### src/rtl/ex_mem_stage.sv
// EX->MEM pipeline stage register with one-entry skid buffer and synchronous flush.
// Latency: one cycle from an accepted EX instruction to mem_valid with its payload.
// Backpressure: ex_ready comes from registered state only; a MEM stall is absorbed by the skid entry.
//
// Ports:
//   clk, rst            rising-edge clock, synchronous active-low reset
//   flush               kills both held entries and any same-cycle input
//   ex_valid/ex_ready   upstream handshake; ex_* carry the instruction payload
//   mem_valid/mem_ready downstream handshake; mem_* are the registered payload
//                       (all zero whenever mem_valid is low)
// Optional feature macro: EX_MEM_HILO_EN adds the ex_whilo/ex_hi/ex_lo inputs and
// the mem_whilo/mem_hi/mem_lo outputs, carried alongside the rest of the payload.
module ex_mem_stage #(
    parameter int DATA_W  = 32,
    parameter int RADDR_W = 5,
    parameter int MEMOP_W = 4
) (
    input  logic               clk,
    input  logic               rst,
    input  logic               flush,
    input  logic               ex_valid,
    output logic               ex_ready,
    input  logic [RADDR_W-1:0] ex_waddr,
    input  logic [DATA_W-1:0]  ex_wdata,
    input  logic               ex_reg_w,
    input  logic [MEMOP_W-1:0] ex_mem_op,
    input  logic [DATA_W-1:0]  ex_mem_addr,
    input  logic [DATA_W-1:0]  ex_mem_sdata,
`ifdef EX_MEM_HILO_EN
    input  logic               ex_whilo,
    input  logic [DATA_W-1:0]  ex_hi,
    input  logic [DATA_W-1:0]  ex_lo,
    output logic               mem_whilo,
    output logic [DATA_W-1:0]  mem_hi,
    output logic [DATA_W-1:0]  mem_lo,
`endif
    output logic               mem_valid,
    input  logic               mem_ready,
    output logic [RADDR_W-1:0] mem_waddr,
    output logic [DATA_W-1:0]  mem_wdata,
    output logic               mem_write,
    output logic [MEMOP_W-1:0] mem_op,
    output logic [DATA_W-1:0]  mem_addr,
    output logic [DATA_W-1:0]  mem_sdata
);

    typedef struct packed {
        logic [RADDR_W-1:0] waddr;
        logic [DATA_W-1:0]  wdata;
        logic               reg_w;
        logic [MEMOP_W-1:0] op;
        logic [DATA_W-1:0]  addr;
        logic [DATA_W-1:0]  sdata;
`ifdef EX_MEM_HILO_EN
        logic               whilo;
        logic [DATA_W-1:0]  hi;
        logic [DATA_W-1:0]  lo;
`endif
    } ent_t;

    // EMPTY: nothing held. BUSY: output entry only. FULL: output + skid entry.
    typedef enum logic [1:0] {
        ST_EMPTY = 2'd0,
        ST_BUSY  = 2'd1,
        ST_FULL  = 2'd2
    } state_e;

    state_e state_q;
    ent_t   out_q;
    ent_t   skd_q;
    ent_t   in_ent;
    logic   accept;
    logic   drain;

    assign in_ent.waddr = ex_waddr;
    assign in_ent.wdata = ex_wdata;
    assign in_ent.reg_w = ex_reg_w;
    assign in_ent.op    = ex_mem_op;
    assign in_ent.addr  = ex_mem_addr;
    assign in_ent.sdata = ex_mem_sdata;
`ifdef EX_MEM_HILO_EN
    assign in_ent.whilo = ex_whilo;
    assign in_ent.hi    = ex_hi;
    assign in_ent.lo    = ex_lo;
`endif

    // Ready depends only on the skid occupancy (and reset), never on mem_ready,
    // so EX sees no combinational path through this stage.
    assign ex_ready  = rst & (state_q != ST_FULL);
    assign mem_valid = (state_q != ST_EMPTY);
    assign accept    = ex_valid & ex_ready;
    assign drain     = mem_valid & mem_ready;

    always_ff @(posedge clk) begin
        if (!rst) begin
            state_q <= ST_EMPTY;
            out_q   <= '0;
            skd_q   <= '0;
        end else if (flush) begin
            // Same-cycle accept and drain are both discarded.
            state_q <= ST_EMPTY;
            out_q   <= '0;
            skd_q   <= '0;
        end else begin
            case (state_q)
                ST_EMPTY: begin
                    if (accept) begin
                        out_q   <= in_ent;
                        state_q <= ST_BUSY;
                    end
                end
                ST_BUSY: begin
                    if (drain && accept) begin
                        out_q <= in_ent;
                    end else if (drain) begin
                        // Zero the payload so invalid outputs read as 0.
                        out_q   <= '0;
                        state_q <= ST_EMPTY;
                    end else if (accept) begin
                        skd_q   <= in_ent;
                        state_q <= ST_FULL;
                    end
                end
                ST_FULL: begin
                    // ex_ready is low here, so only the skid shift can happen.
                    if (drain) begin
                        out_q   <= skd_q;
                        skd_q   <= '0;
                        state_q <= ST_BUSY;
                    end
                end
                default: begin
                    state_q <= ST_EMPTY;
                    out_q   <= '0;
                    skd_q   <= '0;
                end
            endcase
        end
    end

    assign mem_waddr = out_q.waddr;
    assign mem_wdata = out_q.wdata;
    assign mem_write = out_q.reg_w;
    assign mem_op    = out_q.op;
    assign mem_addr  = out_q.addr;
    assign mem_sdata = out_q.sdata;
`ifdef EX_MEM_HILO_EN
    assign mem_whilo = out_q.whilo;
    assign mem_hi    = out_q.hi;
    assign mem_lo    = out_q.lo;
`endif

endmodule

### config.mk
export PLATFORM = sky130hd
export DESIGN_NAME = ex_mem_stage
export DESIGN_NICKNAME = d
export VERILOG_FILES = /design/src/rtl/ex_mem_stage.sv
export SDC_FILE = /design/constraint.sdc
export NUM_CORES = 1
export LEC_CHECK = 0
export ABC_AREA = 1
export BUFFER_PORTS_ARGS = -buffer_cell sky130_fd_sc_hd__buf_2
export CORE_ASPECT_RATIO = 0.8
export CORE_MARGIN = 2
export CORE_UTILIZATION = 50
export DETAILED_ROUTE_END_ITERATION = 16
export HOLD_SLACK_MARGIN = 0.06
export PLACE_DENSITY = 0.84
export SLEW_MARGIN = 30
export SYNTH_ARGS = -nofsm -noshare
export SYNTH_HDL_FRONTEND = slang
export SYNTH_SLANG_ARGS = --single-unit
### constraint.sdc
create_clock -name clk -period 3.1 [get_ports clk]
set_input_delay 0.62 -clock clk [delete_from_list [all_inputs] [get_ports clk]]
set_output_delay 0.62 -clock clk [all_outputs]
set_load 0.02 [all_outputs]
### Word level (Yosys, flattened, before mapping)

Cells that the tools add are included.

| word-level totals | value |
|---|---|
| bits in registers | 214 |
| bits in latches | 0 |
| RAM bits | 0 |
| ROM bits | 0 |
| output and inout port bits | 108 |
| memories kept | 0 |

| cells by class | value |
|---|---|
| add/sub/neg operators | 0 |
| $mul | 0 |
| div/mod/pow operators | 0 |
| order comparisons | 0 |
| equality and inequality tests | 10 |
| shift-type cells | 0 |
| multiplexer cells | 14 |
| bitwise operators | 5 |
| reductions and logical operators | 7 |

Operators by type and width:

| kind | number |
|---|---|
| $mux 106 | 6 |
| $pmux 106 s3 | 2 |
| $ne 2x2->1 const B | 6 |
| $mux 2 | 5 |
| $ne 3x3->1 const B | 2 |
| $pmux 2 s3 | 1 |
| $reduce_and 5->1 | 1 |
| $reduce_and 4->1 | 1 |
| $and 1x1->1 | 3 |
| $reduce_and 3->1 | 1 |
| $eq 2x1->1 const B | 1 |
| $eq 2x2->1 const B | 1 |
| $logic_not 2->1 | 1 |
| $not 1->1 | 2 |
| $reduce_bool 2->1 | 1 |
| $reduce_or 2->1 | 1 |
| $logic_and 1x1->1 | 1 |

### Logic depth before layout (Yosys ltp)

| logic depth | value |
|---|---|
| word-level depth | 7 |
| gate-level depth with buffers | 10 |

### Worst setup path before layout

No wires, ideal clock.

| timing path | value |
|---|---|
| path type | register to register |
| start point | register state_q[0] |
| end point | register out_q, in the netlist mem_sdata[16] |
| library setup time | 0.070 ns |
| arrival time | 1.562 ns |
| path slack | 1.468 ns |
| stages on the path, launching flop included | 11 |
| clock period less this slack | 1.632 ns |
| cells stage by stage | dfxtp_1 > inv_1 > nand2_1 > nand2_1 > o21ai_1 > nand2_2 > inv_2 > buf_2 > buf_4 > nand2_1 > a21oi_1 |

| on the way | value |
|---|---|
| elaborated cells between the ends (all ways) | 15 |
| those cells by class | 6 x eq/ne; 2 x mux; 3 x bitwise; 4 x reduce/logical |

RTL lines:

| item | line | RTL |
|---|---|---|
| start: declaration | 68 | `state_e state_q;` |
| start signal: assignment | 96 | `state_q <= ST_EMPTY;` |
| start signal: assignment | 101 | `state_q <= ST_EMPTY;` |
| start signal: assignment | 109 | `state_q <= ST_BUSY;` |
| $reduce_bool 2->1 * | 90 | `assign mem_valid = (state_q != ST_EMPTY);` |
| net mem_valid | 37 | `output logic mem_valid,` |
| $and 1x1->1 * | 92 | `assign drain = mem_valid & mem_ready;` |
| $logic_and 1x1->1 | 113 | `if (drain && accept) begin` |
| $ne 3x3->1 (no line) or $mux 106 (tied branches) | - |  |
| $reduce_and 3->1 (no line) or $pmux 106 s3 (tied branches) | - |  |
| end signal: assignment | 108 | `out_q <= in_ent;` |
| end signal: assignment | 114 | `out_q <= in_ent;` |
| end signal: assignment | 127 | `out_q <= skd_q;` |
| end: declaration | 69 | `ent_t out_q;` |

Mark *: on every way through the listed nets, which the timed path passes. The rest lies on a longest branch.
A chain may end at the register's enable or synchronous reset.

### Worst setup path in the final report

| timing path | value |
|---|---|
| start point | register state_q[0] |
| end point | register out_q, in the netlist mem_sdata[2] |

| on the way | value |
|---|---|
| word-level cells in the longest chain between the ends | 6 |
| elaborated cells between the ends (all ways) | 15 |
| those cells by class | 6 x eq/ne; 2 x mux; 3 x bitwise; 4 x reduce/logical |

Ends and longest elaborated chain:

| item | line | RTL |
|---|---|---|
| $ne 2x2->1 | 89 | `assign ex_ready = rst & (state_q != ST_FULL);` |
| $and 1x1->1 | 89 |  |
| $and 1x1->1 | 91 | `assign accept = ex_valid & ex_ready;` |
| $logic_and 1x1->1 | 113 |  |
| $ne 3x3->1 (no line) or $mux 106 (tied branches) | - |  |
| $reduce_and 3->1 (no line) or $pmux 106 s3 (tied branches) | - |  |

Several ways; a longest one is shown, not always the timed one.

==> out/results.tsv <==
metric	value	unit
htreeDepth	1	
ctsRootBufferMaster	clkbuf_16	
placementRows	47	
path_class	flip-flop to flip-flop	
powerDensity	497	mW/mm^2
slowest_delay	0.54	ns
cts.hold.buffers_added	0	
numCtsBuffers	23	
die_width	167	microns
post-place-ws	0.400	ns
wl_per_cell	13.5	microns
dieHeight	134	microns
initial_core_util	51.1	%
ios	219	
antenna_found_initial	7	
worst_setup_path_start_kind	flip-flop	
finalCritPeriodShare	81.9	%
hpwl	17.7	mm
cts_resized	0	
design_area	0.0126	sq mm
setup_viol	0	
crit_required	3.47	ns
wirelength	29.4	mm
period_needed	2.54	ns
p_leak	6.14	nW
hold_class	input pin to flip-flop	
syn-cell-area	0.0106	sq mm
post_cts_buffers	0	
clock_sinks	214	
total_power	6.24	mW
crit_chain	inv_1 > nor2_1 > o21ai_1 > nand2_4 > clkinv_2 > buf_12 > nand2_1 > a21oi_1	
grt_usage	25.4	%
syn_to_final_growth	18.6	%
grt_pass1_wl	47.8	mm
avgSynthCellArea	6.11	sq um
yosys_warnings	0	
worstSkewPairLatency	0.51	ns
place_inst	2126	
initialDrtViolationCount	765	
grt_start_max_net_pins	107	
ant_nets	0	
drive_gt1_share	14.9	%
cap_violations	0	
final_util	60.6	%
yosysSeqAreaShare	40.5	%
core	0.0207	sq mm
io_buffers	218	
place.gp.congestion	0.848	
drv_slew	0	
gr-total-overflow	0	
slew_headroom	48.5	%
finalClockSkew	0.0147	ns
drcViolationCount	0	
critPathCaptureType	flip-flop	
crit_slowest_cell	clkinv_2	
num_vias	10900	
path_max_fanout	60	
worst_slew_pin_slew	0.773	ns
nNetsFinal	1993	
hold_viol_final	0	
worstPathArrival	2.91	ns
fp.dieArea	0.0223	sq mm
status	complete, no violations	
drtPass1Iterations	5	
tns	0	ns
clkTransAtPathRegs	0.06	ns
syn_inst	1731	
ir_drop	331	uV
rsz0062_at_grt	false	
cts_tree	done	
ys_ff_latch	214	
placed_area	0.0118	sq mm
synthDistinctLibCells	16	
clock.fmax	394	MHz
whs	0.435	ns
syn_nets	1842	
via_per_inst	5.03	
fin_ws	0.561	ns
final_cells	2172	
grt_pass1_vias	9989	
cts_buffer_depth	3	
-- state kept, by name (all words and copies together), names as in the netlist --
signal,flops
mem_write,1
mem_op,4
mem_sdata,32
mem_waddr,5
state_q,2
skd_q,106
mem_wdata,32
mem_addr,32
-- power by group --
part,internal [mW],switching [mW],total [mW]
clock,1.57,1.11,2.68
combinational,0.242,0.481,0.723
sequential,2.81,0.0274,2.84
total,4.62,1.61,6.24
-- per-layer routing --
metal	up-vias	track usage [%]	part of all wire (%)
met3	48	5.75	7.7
met1	4953	32.5	44
met2	384	43.3	46
met5	-	0	0.044
li1	5549	-	-
met4	2	6.85	2.0
-- final cells by class --
cell class              count  area, sq um
clock inverters             6         61.3
diodes                      5         12.5
inverters                 324         1220
multi-input cells        1082         4650
flip-flops and latches    214         4280
well taps                 269          337
clock buffers              35          671
repair buffers            237         1310
fillers                  1906         8150
-- cells in the final DEF, fill, tap and decap left out --
cell        Yosys  final
diode_2         0      5
buf_4           5     12
buf_2          20    218
clkinv_2        0      6
nor3b_1         1      1
o21ai_0       214    214
clkbuf_8        0      5
clkbuf_1       76      7
o21ai_1         1      1
nor2_1        111    110
nand2_1       536    535
clkbuf_16       0     23
dfxtp_1       214    214
clkinvlp_4      0      1
inv_2           4      1
buf_12          0      6
buf_6           0      1
inv_6           0      1
nand2_4         0      3
nor2_4          0      3
inv_1         320    320
bufinv_16       0      1
a21oi_1       214    214
nand3_2         1      1
-- critical path, delay by kind of cell, from the launching register on --
kind | cells | cell delay [ns]
AO/OA/AOI/OAI | 2 | 0.22
AND/OR/NAND/NOR | 3 | 0.64
buffers and inverters | 3 | 1.07
flip-flops | 1 | 0.44
-- final timing paths --
kind	slack, ns	from	to	cells past startpoint
min reg2reg	0.45	skd_q[60]	skd_q[60]	2
min	0.43	flush	skd_q[24]	4
max reg2reg	0.56	state_q[0]	mem_sdata[2]	8
max	0.56	state_q[0]	mem_sdata[2]	8
-- logic make-up (layout without fill, tap and decap cells) --
group,after synthesis,in the layout,share of synthesized area (%)
flops,214,214,40.5
buf+inv,435,602,15.8
other cells,0,5,0
compound gates,429,429,20.3
simple gates,653,653,23.4
-- synthesized netlist by cell type --
cell / n / share of area [%]
a21oi_1: 214 / 10
buf_1: 10 / 0.35
buf_2: 20 / 0.95
buf_4: 5 / 0.35
clkbuf_1: 76 / 2.7
dfxtp_1: 214 / 40
inv_1: 320 / 11
inv_2: 4 / 0.14
nand2_1: 536 / 19
nand2_2: 2 / 0.12
nand3_2: 1 / 0.095
nor2_1: 111 / 3.9
nor2_2: 2 / 0.12
nor3b_1: 1 / 0.071
o21ai_0: 214 / 10
o21ai_1: 1 / 0.047
Power figures use the tool's default switching activity.
